`src/rtl/symbol_tx_pkg.sv`:
```
// Shared types and constants for the symbol pattern transmitter.
package symbol_tx_pkg;

  localparam int unsigned SYM_W = 2;
  localparam logic [SYM_W-1:0] IDLE_SYM = 2'b00;

  typedef enum logic [1:0] {
    ST_IDLE = 2'd0,
    ST_SEND = 2'd1,
    ST_DONE = 2'd2
  } state_t;

endpackage

```
`src/rtl/symbol_pattern_ram.sv`:
```
// DEPTH x SYM_W pattern register file: one synchronous write port, one asynchronous read port.
module symbol_pattern_ram
  import symbol_tx_pkg::*;
#(
  parameter int unsigned DEPTH  = 8,
  parameter int unsigned ADDR_W = 3
) (
  input  logic              clk,
  input  logic              i_we,
  input  logic [ADDR_W-1:0] i_waddr,
  input  logic [SYM_W-1:0]  i_wdata,
  input  logic [ADDR_W-1:0] i_raddr,
  output logic [SYM_W-1:0]  o_rdata
);

  logic [SYM_W-1:0] r_mem [DEPTH];

  always_ff @(posedge clk) begin
    if (i_we) begin
      r_mem[i_waddr] <= i_wdata;
    end
  end

  assign o_rdata = r_mem[i_raddr];

endmodule

```
`src/rtl/symbol_pattern_tx.sv`:
```
// Plays a stored 2-bit symbol pattern out over a valid/ready handshake and pulses done at the end.
// Optional feature: define PATTERN_TX_LOOP_EN to add the loop input for continuous repeated playback.
module symbol_pattern_tx
  import symbol_tx_pkg::*;
#(
  parameter int unsigned DEPTH  = 8,
  parameter int unsigned ADDR_W = 3
) (
  input  logic              clk,
  input  logic              rst,
  input  logic              wr_en,
  input  logic [ADDR_W-1:0] wr_addr,
  input  logic [SYM_W-1:0]  wr_data,
  input  logic [ADDR_W:0]   len,
  input  logic              start,
  input  logic              sym_ready,
`ifdef PATTERN_TX_LOOP_EN
  input  logic              loop,
`endif
  output logic [SYM_W-1:0]  sym,
  output logic              sym_valid,
  output logic              busy,
  output logic              done
);

  localparam logic [ADDR_W:0] LEN_MAX = (ADDR_W + 1)'(DEPTH);
  localparam logic [ADDR_W:0] IDX_ONE = (ADDR_W + 1)'(1);

  state_t            r_state, w_state_n;
  logic [ADDR_W:0]   r_idx, w_idx_n;
  logic [ADDR_W:0]   r_len_q, w_len_n;
  logic [ADDR_W:0]   w_len_sat;
  logic              w_at_last;
  logic              w_wrap;
  logic              w_we;
  logic [SYM_W-1:0]  w_rdata;

  // idx and len_q carry one extra bit so len==DEPTH compares without aliasing to 0.
  assign w_len_sat = (len > LEN_MAX) ? LEN_MAX : len;
  assign w_at_last = (r_idx == (r_len_q - IDX_ONE));
  assign w_we      = wr_en && (r_state == ST_IDLE);

`ifdef PATTERN_TX_LOOP_EN
  assign w_wrap = loop;
`else
  assign w_wrap = 1'b0;
`endif

  symbol_pattern_ram #(
    .DEPTH (DEPTH),
    .ADDR_W(ADDR_W)
  ) u_ram (
    .clk    (clk),
    .i_we   (w_we),
    .i_waddr(wr_addr),
    .i_wdata(wr_data),
    .i_raddr(r_idx[ADDR_W-1:0]),
    .o_rdata(w_rdata)
  );

  always_ff @(posedge clk) begin
    if (rst) begin
      r_state <= ST_IDLE;
      r_idx   <= '0;
      r_len_q <= '0;
    end else begin
      r_state <= w_state_n;
      r_idx   <= w_idx_n;
      r_len_q <= w_len_n;
    end
  end

  always_comb begin
    w_state_n = r_state;
    w_idx_n   = r_idx;
    w_len_n   = r_len_q;
    unique case (r_state)
      ST_IDLE: begin
        if (start) begin
          w_len_n   = w_len_sat;
          w_idx_n   = '0;
          w_state_n = (w_len_sat == '0) ? ST_DONE : ST_SEND;
        end
      end
      ST_SEND: begin
        if (sym_ready) begin
          if (!w_at_last) begin
            w_idx_n = r_idx + IDX_ONE;
          end else if (w_wrap) begin
            w_idx_n = '0;
          end else begin
            w_state_n = ST_DONE;
          end
        end
      end
      ST_DONE: w_state_n = ST_IDLE;
      default: w_state_n = ST_IDLE;
    endcase
  end

  assign sym_valid = (r_state == ST_SEND);
  assign sym       = sym_valid ? w_rdata : IDLE_SYM;
  assign busy      = (r_state != ST_IDLE);
  assign done      = (r_state == ST_DONE);

endmodule

```
`config.mk`:
```
export PLATFORM = sky130hd
export DESIGN_NAME = symbol_pattern_tx
export DESIGN_NICKNAME = d
export VERILOG_FILES = /design/src/rtl/symbol_tx_pkg.sv /design/src/rtl/symbol_pattern_ram.sv /design/src/rtl/symbol_pattern_tx.sv
export SDC_FILE = /design/constraint.sdc
export NUM_CORES = 1
export LEC_CHECK = 0
export BUFFER_PORTS_ARGS = -buffer_cell sky130_fd_sc_hd__buf_2
export CORE_MARGIN = 5
export CORE_UTILIZATION = 40
export DETAILED_ROUTE_END_ITERATION = 8
export PLACE_DENSITY = 0.64
export SYNTH_ARGS = -nofsm -noshare
export SYNTH_HDL_FRONTEND = slang
export SYNTH_HIERARCHICAL = 1
export SYNTH_SLANG_ARGS = --single-unit
```
`constraint.sdc`:
```
create_clock -name clk -period 5.4 [get_ports clk]
set_input_delay 1.35 -clock clk [delete_from_list [all_inputs] [get_ports clk]]
set_output_delay 1.35 -clock clk [all_outputs]
set_load 0.02 [all_outputs]
```
==> impl_metrics.ini <==
[hold_path]
hp-class = reg -> reg
holdPathStages = 2
hp-start = r_len_q[3]
min_to = r_len_q[3]

[yosys]
synth_area_sq_um = 1267
ys.flop_type = edfxtp_1
ys_types = 33
yosysSeqAreaShare_pct = 53.70
synthCells = 105
synth_edf_count = 16
synth.avg_cell_area_sq_um = 12.07
synth-seq-cells = 26
async_reset_ff_share_pct = 0
synth_warnings = 6
syn-num-nets = 121

[run]
maxCapViolCount = 0

[setup_path]
arrival_ns = 2.05
rrSetupSlack_ns = 3.65
r2r_end = r_idx[3]
required_ns = 4.05
cp-end-kind = output port
cp_top_family = multiplexers
worst-setup-path-type = reg -> out
r2r_cells = 7
critPathLaunch = r_idx[0]
r2r-start = r_len_q[0]
path_max_fanout = 9
worstPathCellList = mux4_1 > mux2_2 > and2_1 > buf_2
cpMaxStageDelayCell = mux4_1
crit_buf_inv = 1
start_kind = flop
cp_slowest_stage_delay_ns = 0.61

[clock_tree]
cts_tree = done
cts-resized-gates = 0
postCtsHoldBufs = 0
clk_path_buf_depth = 2
numCtsBuffers = 3
root_buffer = clkbuf_4
cts.clk_slew.worst_paths_ns = 0.14
clk_latency_ns = 0.31
cts_max_level = 1
clock_sinks = 26
post_cts_buffers = 0

[grt]
grt-ovfl-total = 0
antenna_found_initial = 0
track_usage_pct = 11.08
grt_max_degree = 15
grt_pass1_wl_um = 3767
grt_pass1_vias = 872

[floorplan]
die_x_um = 66.29
ioPinCount = 19
die_area_sq_um = 4394
fp.dieH_um = 66.29
core_sq_um = 3053
placementRows = 20
start_util_pct = 41.52

[power]
power_density_nw_per_um2 = 289.3
p_leak_nw = 0.5313
max-vdd-ir-drop_mv = 0.1458

[layout]
layout-area-overhead-vs-synth_pct = 13.43
mostFrequentLayoutCells = 18 x buf_2, 16 x edfxtp_1, 13 x nor2_1, 10 x dfxtp_1, 7 x nand2_1
final_common_cell = buf_2
final_util_pct = 47.09
layout.nets = 142
antenna_cells = 0
fillCellCount = 292
drive_above_1_share_pct = 22.40

[status]
status = finished clean

[place]
port_buffers = 18
place.gp.congestion = 0.7321
dp_hpwl_um = 1781

[sta]
hold_viol = 0
finalMaxSlewViolations = 0
skew_ns = 0.0008782
fmax_mhz = 294.3
finalSetupViolations = 0
relSlewSlack_pct = 67.47
rsz0062_at_grt = false
setup_tns_ns = 0
period_share_pct = 62.92
tightest_slew_ns = 0.4869
fin_crit_ns = 3.397

[route]
drcViolationCount = 0
postRouteAntennaNets = 0
via_per_inst = 5.053
vias = 854
first_iter_violations = 22
wire_per_inst_um = 13.50
drt-pass1-iter-count = 4
finalWirelength_um = 2281
==> worst max path at each step <==
stage	to	slack (ns)	depth (start not counted)
after floorplan	sym[0]	2.55	3
after global placement	sym[1]	2.41	4
after detailed placement	sym[0]	2.34	4
after CTS	sym[0]	1.97	4
after global routing	sym[0]	1.88	4
final	sym[0]	2.00	4
==> cell type report <==
cell class | count | area [sq um] | area share, %
inverters | 4 | 15.01 | 1.044
flip-flops and latches | 26 | 680.7 | 47.35
clock buffers | 4 | 36.28 | 2.524
repair buffers | 18 | 90.09 | 6.266
multi-input cells | 73 | 560.5 | 38.99
well taps | 44 | 55.05 | 3.829
==> layer usage <==
layer | vias up | part of all wire (%) | track usage (%) | wire length, um
met5 | - | 0 | 0 | 0
met4 | 0 | 0 | 1.523 | 0
met3 | 0 | 4.7 | 2.891 | 108
met2 | 14 | 51 | 21.19 | 1161
met1 | 414 | 44 | 12.39 | 1010
li1 | 426 | - | - | -
==> flip-flops by register name (all words and copies together), names as in the netlist <==
register     count
r_idx            4
r_len_q          4
u_ram/r_mem     16
r_state          2
==> worst register-to-register path, stage by stage, from the launching register on <==
cell and delay [ns]:
dfxtp_1 0.43, inv_1 0.07, ha_1 0.30, xnor2_1 0.14, nor3_2 0.26, a31oi_2 0.17
nand4_1 0.15, mux2i_1 0.19
==> cell usage after synthesis (2+ instances only) <==
master	count	area (sq um)
nor4_1	2	12.51
mux4_1	4	105.1
nor3_1	4	20.02
or3_1	2	12.51
a21oi_1	6	30.03
mux2_2	2	22.52
edfxtp_1	16	480.5
nor2_1	13	48.80
nor3b_1	4	30.03
nand2_1	7	26.28
inv_1	3	11.26
ha_1	2	25.02
xnor2_1	3	26.28
and2_1	3	18.77
nand2b_1	6	37.54
mux2i_1	2	20.02
dfxtp_1	10	200.2
==> kinds of logic (layout without fill, tap and decap cells) <==
group	count (synthesis)	in the layout	synth area share, %
AND/OR/NAND/NOR	47	47	19.94
adder cells (fa/ha/maj)	2	2	1.974
XOR/XNOR	5	5	4.640
flip-flops	26	26	53.70
AO/OA/AOI/OAI	11	11	6.022
multiplexers	8	8	11.65
buffers and inverters	6	26	2.073
==> report_power, final <==
part | switching, mW | internal (mW) | leakage, nW
registers | 0.0118 | 0.220 | 0.226
clock network | 0.0554 | 0.0412 | 0.0210
logic | 0.0491 | 0.0385 | 0.284
total | 0.116 | 0.300 | 0.531
==> stage by stage <==
stage	total power [mW]	std cells	area (sq um)	hold WS [ns]	worst slack, ns
global placement	0.3220	165	1401	0.4640	2.410
floorplan	0.2995	105	1267	0.4481	2.553
global route	0.4402	169	1438	0.5038	1.881
detailed placement	0.3250	165	1401	0.4704	2.338
finish	0.4160	169	1438	0.4848	2.003
CTS	0.4197	169	1438	0.4888	1.967
Note: power is estimated with default switching activity, not from simulation.
